File: config.mk
export PLATFORM = sky130hd
export DESIGN_NAME = phys_free_list_flat
export DESIGN_NICKNAME = d
export VERILOG_FILES = /design/src/rtl/phys_free_list_if.sv /design/src/rtl/phys_free_list.sv /design/src/flat_wrapper.sv
export SDC_FILE = /design/constraint.sdc
export NUM_CORES = 1
export LEC_CHECK = 0
export BUFFER_PORTS_ARGS = -buffer_cell sky130_fd_sc_hd__buf_2
export CAP_MARGIN = 20
export CORE_MARGIN = 2
export CORE_UTILIZATION = 55
export DETAILED_ROUTE_END_ITERATION = 8
export GPL_ROUTABILITY_DRIVEN = 0
export PLACE_DENSITY = 0.71
export SYNTH_ARGS = -nofsm -noshare
export SYNTH_HDL_FRONTEND = slang
export SYNTH_SLANG_ARGS = --single-unit
File: constraint.sdc
create_clock -name clk -period 10.8 [get_ports clk]
set_input_delay 0.54 -clock clk [delete_from_list [all_inputs] [get_ports clk]]
set_output_delay 0.54 -clock clk [all_outputs]
set_load 0.01 [all_outputs]
File: src/rtl/phys_free_list_if.sv
`default_nettype none
// ============================================================================
//  Module      : phys_free_list_if
//  Description : Rename/commit-side bundle for the physical tag free list.
//                The master drives the allocate request and the two release
//                slots. The slave (the free list) returns the head tag,
//                the availability flag, the occupancy and the sticky error.
//  Revision    : 1.0 - initial release
// ============================================================================
interface phys_free_list_if #(
    parameter int TAG_W = 6
);
    logic             alloc_req;
    logic             alloc_valid;
    logic [TAG_W-1:0] alloc_tag;
    logic             free_valid_1;
    logic [TAG_W-1:0] free_tag_1;
    logic             free_valid_2;
    logic [TAG_W-1:0] free_tag_2;
    logic [TAG_W:0]   free_count;
    logic             overflow_err;

    modport master (
        output alloc_req,
        output free_valid_1,
        output free_tag_1,
        output free_valid_2,
        output free_tag_2,
        input  alloc_valid,
        input  alloc_tag,
        input  free_count,
        input  overflow_err
    );

    modport slave (
        input  alloc_req,
        input  free_valid_1,
        input  free_tag_1,
        input  free_valid_2,
        input  free_tag_2,
        output alloc_valid,
        output alloc_tag,
        output free_count,
        output overflow_err
    );
endinterface
`default_nettype wire

File: src/rtl/phys_free_list.sv
`default_nettype none
// ============================================================================
//  Module      : phys_free_list
//  Description : Circular free list of physical register tags. It hands
//                one tag per cycle to rename and accepts up to two released
//                tags per cycle from commit. Tag 0 (the x0 mapping) is never
//                stored. Frees that would overfill the list are dropped,
//                and a sticky error is raised.
//  Revision    : 1.0 - initial release
// ============================================================================
module phys_free_list #(
    parameter int NUM_PHYS = 64,
    parameter int NUM_ARCH = 32,
    parameter int TAG_W    = 6
) (
    input  wire logic         clk,
    input  wire logic         reset,
    phys_free_list_if.slave   fl
);
    localparam int              INIT_FREE = NUM_PHYS - NUM_ARCH;
    localparam logic [TAG_W:0]  CAPACITY  = (TAG_W+1)'(NUM_PHYS - 1);

    logic [TAG_W-1:0] mem_q [NUM_PHYS];
    logic [TAG_W-1:0] head_q, head_d;
    logic [TAG_W-1:0] tail_q, tail_d;
    logic [TAG_W:0]   count_q, count_d;
    logic             ovf_q, ovf_d;

    logic             w_pop;
    logic             w_eff_1, w_eff_2;
    logic             w_acc_1, w_acc_2;
    logic [TAG_W:0]   w_cnt_after_pop;
    logic [TAG_W-1:0] w_wr_idx_2;

    // Decide the pop, filter and admit the frees, and form all next-state values
    always_comb begin
        w_pop           = fl.alloc_req && (count_q != '0);
        w_eff_1         = fl.free_valid_1 && (fl.free_tag_1 != '0);
        w_eff_2         = fl.free_valid_2 && (fl.free_tag_2 != '0);
        // Capacity is judged after the same-cycle pop has made room
        w_cnt_after_pop = count_q - (TAG_W+1)'(w_pop);
        // Slot 1 has priority for the remaining room, so slot 2 drops first
        w_acc_1         = w_eff_1 && (w_cnt_after_pop < CAPACITY);
        w_acc_2         = w_eff_2 && ((w_cnt_after_pop + (TAG_W+1)'(w_acc_1)) < CAPACITY);
        w_wr_idx_2      = tail_q + TAG_W'(w_acc_1);
        head_d          = head_q + TAG_W'(w_pop);
        tail_d          = tail_q + TAG_W'(w_acc_1) + TAG_W'(w_acc_2);
        count_d         = w_cnt_after_pop + (TAG_W+1)'(w_acc_1) + (TAG_W+1)'(w_acc_2);
        ovf_d           = ovf_q || (w_eff_1 && !w_acc_1) || (w_eff_2 && !w_acc_2);
    end

    // Pointers, occupancy and sticky error; reset restores the post-boot map
    always_ff @(posedge clk or posedge reset) begin
        if (reset) begin
            head_q  <= '0;
            tail_q  <= TAG_W'(INIT_FREE);
            count_q <= (TAG_W+1)'(INIT_FREE);
            ovf_q   <= 1'b0;
        end else begin
            head_q  <= head_d;
            tail_q  <= tail_d;
            count_q <= count_d;
            ovf_q   <= ovf_d;
        end
    end

    // Tag storage: the unmapped tags NUM_ARCH.. are preloaded, and accepted frees are written at the tail
    always_ff @(posedge clk or posedge reset) begin
        if (reset) begin
            for (int k = 0; k < NUM_PHYS; k++) begin
                mem_q[k] <= (k < INIT_FREE) ? TAG_W'(NUM_ARCH + k) : '0;
            end
        end else begin
            if (w_acc_1) begin
                mem_q[tail_q] <= fl.free_tag_1;
            end
            if (w_acc_2) begin
                mem_q[w_wr_idx_2] <= fl.free_tag_2;
            end
        end
    end

    // Outputs depend only on registered state
    always_comb begin
        fl.alloc_valid  = (count_q != '0);
        fl.alloc_tag    = mem_q[head_q];
        fl.free_count   = count_q;
        fl.overflow_err = ovf_q;
    end
endmodule
`default_nettype wire
File: src/flat_wrapper.sv
// flat-port wrapper written by rule: the top's interface ports become plain ports
module phys_free_list_flat 
#(
    parameter int NUM_PHYS = 64,
    parameter int NUM_ARCH = 32,
    parameter int TAG_W    = 6
)
  (clk, reset, fl_alloc_req, fl_free_valid_1, fl_free_tag_1, fl_free_valid_2, fl_free_tag_2, fl_alloc_valid, fl_alloc_tag, fl_free_count, fl_overflow_err);
  phys_free_list_if #(.TAG_W(TAG_W)) fl_i ();
  input  wire logic clk;
  input  wire logic reset;
  input wire logic [$bits(fl_i.alloc_req)-1:0] fl_alloc_req;
  input wire logic [$bits(fl_i.free_valid_1)-1:0] fl_free_valid_1;
  input wire logic [$bits(fl_i.free_tag_1)-1:0] fl_free_tag_1;
  input wire logic [$bits(fl_i.free_valid_2)-1:0] fl_free_valid_2;
  input wire logic [$bits(fl_i.free_tag_2)-1:0] fl_free_tag_2;
  output wire logic [$bits(fl_i.alloc_valid)-1:0] fl_alloc_valid;
  output wire logic [$bits(fl_i.alloc_tag)-1:0] fl_alloc_tag;
  output wire logic [$bits(fl_i.free_count)-1:0] fl_free_count;
  output wire logic [$bits(fl_i.overflow_err)-1:0] fl_overflow_err;
  assign fl_i.alloc_req = fl_alloc_req;
  assign fl_i.free_valid_1 = fl_free_valid_1;
  assign fl_i.free_tag_1 = fl_free_tag_1;
  assign fl_i.free_valid_2 = fl_free_valid_2;
  assign fl_i.free_tag_2 = fl_free_tag_2;
  assign fl_alloc_valid = fl_i.alloc_valid;
  assign fl_alloc_tag = fl_i.alloc_tag;
  assign fl_free_count = fl_i.free_count;
  assign fl_overflow_err = fl_i.overflow_err;
  phys_free_list #(.NUM_PHYS(NUM_PHYS), .NUM_ARCH(NUM_ARCH), .TAG_W(TAG_W)) u_core (.clk(clk), .reset(reset), .fl(fl_i));
endmodule
# After elaboration in Yosys (flattened, before gate mapping)
# Index checks and enable logic that the tools add are counted.
# W data, S select, Z words.
# word_totals
regBits	404
elab_cells	111
input_bits	17
output_inout_bits	15
# op_classes
n_reduce_logical	16
n_addsub	6
n_lt_le_gt_ge	7
mux	11
bitwise	3
# op_table
op	count
$bwmux W384	2
$mux W384	2
$demux W6 S6	2
$bmux W6 S6	1
$mux W6	4
$ge A7 B7 Y1 const B	3
$not A6 Y7	3
$add A6 B1 Y6	3
$add A7 B1 Y7	2
$lt A7 B1 Y1 const B	2
$lt A7 B6 Y1 const B	2
$reduce_bool A6 Y1	2
$logic_and A1 B1 Y1	9
$reduce_bool A7 Y1	1
$sub A7 B1 Y7	1
$logic_not A1 Y1	2
$logic_or A1 B1 Y1	2

# Depth between registers and ports, before layout
# Gate-level depths: netlist of the first run.
# depth
word_depth	13
depth_mapped	28
mapped_depth_nobuf	24

# Worst setup path after synthesis of the first run
# Ideal clock, no wire load.
# synth_path
kind	register to register
from	register u_core.count_q[3] (netlist: u_core.fl.free_count[3])
to	register u_core.tail_q[3]
t_arrival_ns	5.623
path_stages_with_launch	28
path_slack_ns	5.045
path_buffers	4
setup_time_ns	0.132
t_required_ns	10.668
synth_period_minus_slack_ns	5.755
cell_sequence	dfrtp_1 buf_4 nor4_1 nand2_1 and2_1 ha_1 ha_1 buf_2 nand2b_1 o21ai_0 a32oi_1 nor2_1 nor3_1 ha_1 clkbuf_1 or3b_2 nor4_1 a221oi_1 nand3_1 o21ai_2 buf_2 nor2b_1 ha_1 nand2_1 nor2_1 xor2_1 a21oi_1 xnor2_1
# synth_between
elab_chain_len	9
word_cells_on_any_way	10
classes_between	add/sub: 4; order compare: 2; reduce/logical: 4
# synth_lines
element	line	text
from (decl)	phys_free_list.sv:26	logic [TAG_W:0] count_q, count_d;
from (signal assigned)	phys_free_list.sv:57	count_q <= (TAG_W+1)'(INIT_FREE);
from (signal assigned)	phys_free_list.sv:62	count_q <= count_d;
$reduce_bool A7 Y1 (*)	n/a	
net fl_alloc_valid	flat_wrapper.sv:17	output wire logic [$bits(fl_i.alloc_valid)-1:0] fl_alloc_valid;
$logic_and A1 B1 Y1 (*)	phys_free_list.sv:37	w_pop = fl.alloc_req && (count_q != '0);
$sub A7 B1 Y7 (*)	phys_free_list.sv:41	w_cnt_after_pop = count_q - (TAG_W+1)'(w_pop);
$lt A7 B6 Y1	phys_free_list.sv:43	w_acc_1 = w_eff_1 && (w_cnt_after_pop < CAPACITY);
$logic_and A1 B1 Y1	phys_free_list.sv:43	
$add A7 B1 Y7	phys_free_list.sv:44	w_acc_2 = w_eff_2 && ((w_cnt_after_pop + (TAG_W+1)'(w_acc_1)) < CAPACITY);
$lt A7 B6 Y1	phys_free_list.sv:44	
$logic_and A1 B1 Y1	phys_free_list.sv:44	
$add A6 B1 Y6 (*)	phys_free_list.sv:47	tail_d = tail_q + TAG_W'(w_acc_1) + TAG_W'(w_acc_2);
net u_core.tail_d[3]	phys_free_list.sv:25	logic [TAG_W-1:0] tail_q, tail_d;
to (signal assigned)	phys_free_list.sv:56	tail_q <= TAG_W'(INIT_FREE);
to (signal assigned)	phys_free_list.sv:61	tail_q <= tail_d;
to (decl)	phys_free_list.sv:25	
# Mark *: on every way through the listed nets, which the timed path passes. The rest lies on a longest branch.

# Worst setup path after layout of the first run
# layout_path
from	register u_core.count_q[2] (netlist: u_core.fl.free_count[2])
to	register u_core.tail_q[3]
# layout_between
elab_chain_len	9
word_cells_on_any_way	10
classes_between	add/sub: 4; order compare: 2; reduce/logical: 4
# layout_lines
element	line
$reduce_bool A7 Y1	phys_free_list.sv:37
$logic_and A1 B1 Y1	phys_free_list.sv:37
$sub A7 B1 Y7 (*)	phys_free_list.sv:41
$lt A7 B6 Y1	phys_free_list.sv:43
$logic_and A1 B1 Y1	phys_free_list.sv:43
$add A7 B1 Y7	phys_free_list.sv:44
$lt A7 B6 Y1	phys_free_list.sv:44
$logic_and A1 B1 Y1	phys_free_list.sv:44
$add A6 B1 Y6 (*)	phys_free_list.sv:47
net u_core.tail_d[3]	phys_free_list.sv:25
# Marked as above.

==> flow_metrics.tcl, run 1 <==
set metrics [dict create \
    slew_viol_final 0 \
    via_per_inst 6.63 \
    wl_um 73300 \
    synth-adder-area-share 0.00602 \
    nets 2143 \
    cp_cell_sequence "nor4_1, nand2_1, and2_1, ha_1, ha_1, nand2b_1, o21ai_0, a32oi_1, nor2_1, nor3_1, ha_1, or3b_2, nor4_1, a221oi_1, nand3_2, buf_4, o21ai_2, nor2b_1, ha_1, nand2_1, nor2_1, xor2_1, a21oi_1, xnor2_1" \
    finalSetupViolCount 0 \
    dr.first_iter.drc_count 1843 \
    rr_endpoint "u_core.tail_q[3]" \
    start_util 0.553 \
    synthesis.area_mm2 0.0249 \
    criticalPathCategory "flip-flop to flip-flop" \
    hpwl_um 45900 \
    root_buffer "clkbuf_16" \
    tightest_slew_ns 1.13 \
    finalSetupTns_ns 0 \
    dr.pass1.iters 6 \
    critical_path_depth 24 \
    worstSetupStartpointType "flip-flop" \
    antenna_found_initial 1 \
    async_flop_share 1.00 \
    finClkSkew_ns 0.0158 \
    crit_family "simple AND/OR/NAND/NOR gates" \
    core.rowCount 78 \
    hold_viol_final 0 \
    grt_pass1_vias 18200 \
    drv_cap 0 \
    post_drt_wl_per_cell_um 26.6 \
    synth_edf_count 0 \
    die_y_um 217 \
    finalPower_uw 7430 \
    yosys.area_share.simple 0.0937 \
    yosysTopAreaCell "dfrtp_1" \
    pwr_density_cell_mw_per_mm2 278 \
    post_cts_buffers 0 \
    drc 0 \
    synth_area_leaders "dfrtp_1, mux2_2, dfstp_2" \
    reg2reg_depth 24 \
    htreeDepth 2 \
    crit_required_ns 11.27 \
    synth_area_per_cell_um2 11.3 \
    crit_top_cell "ha_1" \
    grt_start_max_net_pins 161 \
    fillerInstances 3676 \
    synth_common_cells "mux2_2, dfrtp_1, mux2i_1" \
    clk_path_buf_depth 3 \
    post_cts_resize_count 0 \
    critPathMaxFanout 44 \
    post-place-ws_ns 3.86 \
    synth_top_family_by_area "multiplexers" \
    synth_top_area_frac 0.291 \
    cts_buffers 45 \
    rsz0062_at_grt "no" \
    vias 18300 \
    finalCritPeriodShare 0.665 \
    syn_inst 2206 \
    end_kind "flip-flop" \
    syn_nets 2235 \
    ant_nets 0 \
    clk_pin_slew_ns 0.06 \
    die_area_mm2 0.0471 \
    ys_types 75 \
    port_buffers 31 \
    cts_tree "yes" \
    numClockSinks 404 \
    grtUsageTotal 0.312 \
    cp.arrival_ns 7.65 \
    num_io_pins 32 \
    placedCellCount 2663 \
    yosys_register_bits 404 \
    setup_slack_ns 3.61 \
    hold_class "input pin to async pin" \
    syn_to_final_growth_pct 7.20 \
    drive_above_1_share 0.380 \
    fmax_mhz 139 \
    grt_overflow 0 \
    synthXorXnorAreaFrac 0.00913 \
    synth_compound_area_frac 0.0907 \
    slowest_delay_ns 0.62 \
    clock_latency_ns 0.59 \
    yosysMostFrequentCell "mux2_2" \
    slew-limit-headroom 0.243 \
    reg2reg_from "u_core.fl.free_count[2]" \
    core_region_area_mm2 0.0451 \
    path_buf_inv 1 \
    layout.cells.non_filler 2753 \
    synth_warnings 0 \
    synthFlopType "dfrtp_1" \
    critPathSlowestCell "a32oi_1" \
    vdd_ir_drop_max_uv 156 \
    cts_hold_buf 0 \
    r2r_slack_ns 3.61 \
    outcome "finished clean" \
    grt_first_pass_wirelength_um 113000 \
    leakage_uw 0.0123 \
    yosysSeqAreaShare 0.411 \
    die_w_um 217 \
    min_period_ns 7.19 \
    muxShareOfSynthArea 0.352 \
]
[registers in the layout, summed over array words and instances, names as in the netlist]
register                count
u_core.head_q               6
u_core.mem_q              384
u_core.tail_q               6
u_core.fl.overflow_err      1
u_core.fl.free_count        7
[layout make-up]
| cell class | instances | area (µm²) | area share |
|---|---|---|---|
| Antenna cell | 3 | 7.51 | 0.000281 |
| Clock buffer | 73 | 1310 | 0.0490 |
| Clock inverter | 10 | 62.6 | 0.00234 |
| Inverter | 8 | 33.8 | 0.00126 |
| Multi-Input combinational cell | 1578 | 13800 | 0.516 |
| Sequential cell | 404 | 10300 | 0.384 |
| Tap cell | 600 | 751 | 0.0281 |
| Timing Repair Buffer | 77 | 526 | 0.0196 |
[how the worst max path moves through the flow]
stage	from	endpoint	slack, ns
2_1_floorplan	reset	u_core.fl.free_count[0]	4.91
3_3_place_gp	u_core.fl.free_count[3]	u_core.tail_q[4]	4.18
3_5_place_dp	u_core.fl.free_count[2]	u_core.tail_q[3]	3.86
4_1_cts	u_core.fl.free_count[2]	u_core.tail_q[3]	3.82
5_1_grt	u_core.fl.free_count[3]	u_core.tail_q[3]	2.96
6_report	u_core.fl.free_count[2]	u_core.tail_q[3]	3.61
[cell families after synthesis]
group | after synthesis
AO/OA/AOI/OAI | 358
XOR/XNOR | 26
adder cells (fa/ha/maj) | 12
buffers and inverters | 224
flip-flops | 404
multiplexers | 756
AND/OR/NAND/NOR | 426
[cells in the final DEF, fill, tap and decap left out, types with 8 or more instances in the layout]
cell       netlist  final
and2_1           9      9
dfstp_2        114    114
clkbuf_16        0     45
nand4_1         15     15
nor3_1          50     50
a22oi_1         12     12
nand3_1         11     10
o221ai_1        24     24
nor2_1         146    146
xnor2_1         15     15
o2111ai_1       21     20
a21oi_1        190    190
clkbuf_8         0      8
nor4_1          12     12
buf_4            5     44
clkbuf_1       158     20
mux2_2         438    438
and3_1          15     15
nand2_1         64     63
buf_2           36     31
mux2i_1        252    252
ha_1            12     12
o22ai_1         25     25
o21ai_0         31     31
xor2_1          11     11
nand3_2         10     11
dfrtp_1        290    287
o32ai_1         24     24
nor2_2          10     10
nand2b_1        17     16
mux2_4          12     12
nand4_4          8      8
mux4_2          48     48
[per-layer routing]
layer,share of wire,track usage,up-vias
met5,0,0,-
met4,0.040,0.122,0
met3,0.085,0.0675,200
met2,0.46,0.490,813
met1,0.41,0.423,9244
li1,-,-,8005
[power breakdown]
part | switching, µW | total, µW | leakage [µW] | internal [µW]
sequential | 447 | 2690 | 0.00500 | 2240
clock | 647 | 1480 | 0.000669 | 830
combinational | 1800 | 3260 | 0.00666 | 1460
total | 2890 | 7430 | 0.0123 | 4540
[through the flow]
step / area, µm² / hold WS, ns / utilization
5_1_grt: 26700 / 0.193 / 0.593
6_report: 26700 / 0.134 / 0.593
3_5_place_dp: 25300 / 0.518 / 0.562
3_3_place_gp: 25300 / 0.512 / 0.561
2_1_floorplan: 25000 / 0.464 / -
4_1_cts: 26700 / 0.147 / 0.592
Power figures use the tool's default switching activity.
==> run 2: changes to the inputs <==
--- a/config.mk
+++ b/config.mk
@@ -11,7 +11,7 @@
 export CORE_UTILIZATION = 55
 export DETAILED_ROUTE_END_ITERATION = 8
 export GPL_ROUTABILITY_DRIVEN = 0
-export PLACE_DENSITY = 0.71
+export PLACE_DENSITY = 0.68
 export SYNTH_ARGS = -nofsm -noshare
 export SYNTH_HDL_FRONTEND = slang
 export SYNTH_SLANG_ARGS = --single-unit
==> constraint.sdc (replaced) <==
create_clock -name clk -period 7.1 [get_ports clk]
set_input_delay 0.355 -clock clk [delete_from_list [all_inputs] [get_ports clk]]
set_output_delay 0.355 -clock clk [all_outputs]
set_load 0.01 [all_outputs]
==> run 2 against run 1 <==
  * Global-route usage up 0.67 points
  * Sequential share of layout area down 0.31 points
  * Via count up 0.50%
  * Final area up 0.82%
  * Die area unchanged
  * Final cell count about the same
  * Clock power up 65%
  * Setup slack worse by 3.2 ns
  * Sequential power up 53%
  * Non-clock buffer count up 4
  * First-iteration DRC count up 7.7%
  * Wire length up 2.4%
  * Critical path type unchanged
  * Largest cell class unchanged
==> flow_metrics.tcl, run 2 (synthesized netlist as in run 1, its figures left out) <==
set metrics [dict create \
    crit_required_ns 7.56 \
    critPathSlowestCell "nor4_1" \
    grtUsageTotal 0.318 \
    drv_cap 0 \
    grt_start_max_net_pins 174 \
    clock_latency_ns 0.59 \
    clk_pin_slew_ns 0.06 \
    via_per_inst 6.66 \
    grt_first_pass_wirelength_um 114000 \
    crit_top_cell "ha_1" \
    slew_viol_final 0 \
    dpl_cell_area_mm2 0.0254 \
    wl_um 75000 \
    multi_input_area_mm2 0.0138 \
    vdd_ir_drop_max_uv 258 \
    critPathMaxFanout 16 \
    finalPower_uw 11500 \
    finalSetupTns_ns 0 \
    antenna_cells 0 \
    slew-limit-headroom 0.266 \
    final_cell_mix "mux2_2, dfrtp_1, mux2i_1" \
    syn_to_final_growth_pct 8.08 \
    fmax_mhz 149 \
    path_buf_inv 0 \
    largest_reg_flops 384 \
    cts_buffers 45 \
    die_w_um 217 \
    antenna_found_initial 0 \
    criticalPathCategory "flip-flop to flip-flop" \
    postLayoutCellArea_mm2 0.0270 \
    register_area_mm2 0.0103 \
    root_buffer "clkbuf_16" \
    grt_pass1_vias 18300 \
    drive_above_1_share 0.387 \
    startpoint "u_core.fl.free_count[2]" \
    htreeDepth 2 \
    core_region_area_mm2 0.0451 \
    pwr_density_cell_mw_per_mm2 428 \
    placedCellCount 2668 \
    outcome "finished clean" \
    hold_viol_final 0 \
    cts_tree "yes" \
    crit_family "simple AND/OR/NAND/NOR gates" \
    die_y_um 217 \
    tightest_slew_ns 1.10 \
    leakage_uw 0.0125 \
    numClockSinks 404 \
    hpwl_um 47200 \
    dr.pass1.iters 6 \
    ant_nets 0 \
    min_from "fl_alloc_req" \
    end_kind "flip-flop" \
    drc 0 \
    finClkSkew_ns 0.0148 \
    nets 2147 \
    reg2reg_from "u_core.fl.free_count[2]" \
    cp.arrival_ns 7.18 \
    fillerInstances 3697 \
    slowest_delay_ns 0.54 \
    worstSetupStartpointType "flip-flop" \
    port_buffers 31 \
    finalSetupViolCount 0 \
    grt_overflow 0 \
    final_common_cell "mux2_2" \
    vias 18400 \
    die_area_mm2 0.0471 \
    post_drt_wl_per_cell_um 27.2 \
    layout.cells.non_filler 2755 \
    cp_cell_sequence "nor4_1, nand2_1, and2_1, ha_1, ha_1, nand2b_1, o21ai_0, a32oi_2, nor2_1, nor3_1, ha_1, nand2b_1, o32a_1, a221oi_1, nand3_4, o21ai_4, nor2b_1, ha_1, a21oi_1, nor2_1, o32a_1, xnor2_1" \
    top_register "u_core.mem_q" \
    num_io_pins 32 \
    start_util 0.553 \
    core.rowCount 78 \
    rsz0062_at_grt "no" \
    finalCritPeriodShare 0.946 \
    hold_class "input pin to flip-flop" \
    min_period_ns 6.72 \
    clk_path_buf_depth 3 \
    dr.first_iter.drc_count 1984 \
]
==> run 2: cell types whose count changed in the layout (fill, tap and decap cells not counted), sizes merged <==
cell / previous run / this run
clkbuf: 73 / 69
inv: 9 / 8
dlygate4sd3: 0 / 1
buf: 77 / 79
diode: 3 / 0
bufinv: 0 / 2
clkinv: 6 / 11
==> run 2: final cells by class <==
| cell class | instances | area share |
|---|---|---|
| tap | 600 | 0.0278 |
| multi-input combinational | 1578 | 0.512 |
| sequential | 404 | 0.380 |
| inverter | 8 | 0.00125 |
| clock buffer | 68 | 0.0521 |
| timing repair buffer | 81 | 0.0212 |
| clock inverter | 16 | 0.00515 |
==> run 2: worst min-delay path, cell delays in order <==
cell and delay [ns]:
buf_2 0.09, and2_1 0.15, ha_1 0.13
==> run 2: what timing repair did <==
item                                    4_1_cts  5_1_grt
hold buffers                                  1        0
endpoints found under the hold margin        34        0
endpoints found under the setup margin        0       30
buffers inserted                              0        0
resized for setup                             0        3
==> run 2: per-layer routing <==
metal,vias to the layer above,GRT usage,routed length (µm)
li1,7999,-,-
met1,9323,0.450,32200
met2,853,0.484,33500
met3,178,0.0702,6580
met4,0,0.115,2760
met5,-,0,0
==> run 2: stage by stage <==
step / util / hold slack (ns) / worst slack [ns]
after floorplan: - / 0.464 / 1.34
after global placement: 0.562 / 0.515 / 0.637
after detailed placement: 0.563 / 0.520 / 0.196
after CTS: 0.597 / 0.141 / 0.178
after global routing: 0.598 / 0.162 / 0.0124
final: 0.598 / 0.169 / 0.382
==> run 2: worst paths after layout <==
| check | to | slack (ns) | cells past startpoint |
|---|---|---|---|
| max in group asynchronous | u_core.mem_q[206] | 4.65 | 5 |
| min | u_core.head_q[0] | 0.17 | 3 |
| min reg2reg | u_core.head_q[5] | 0.54 | 1 |
| max reg2reg | u_core.fl.free_count[4] | 0.38 | 22 |
| min in group asynchronous | u_core.mem_q[33] | 0.48 | 3 |
| max | u_core.fl.free_count[4] | 0.38 | 22 |
==> run 2: power breakdown <==
group          switching [µW]  internal (µW)
Combinational            2750           2240
Sequential                700           3410
Clock                     997           1440
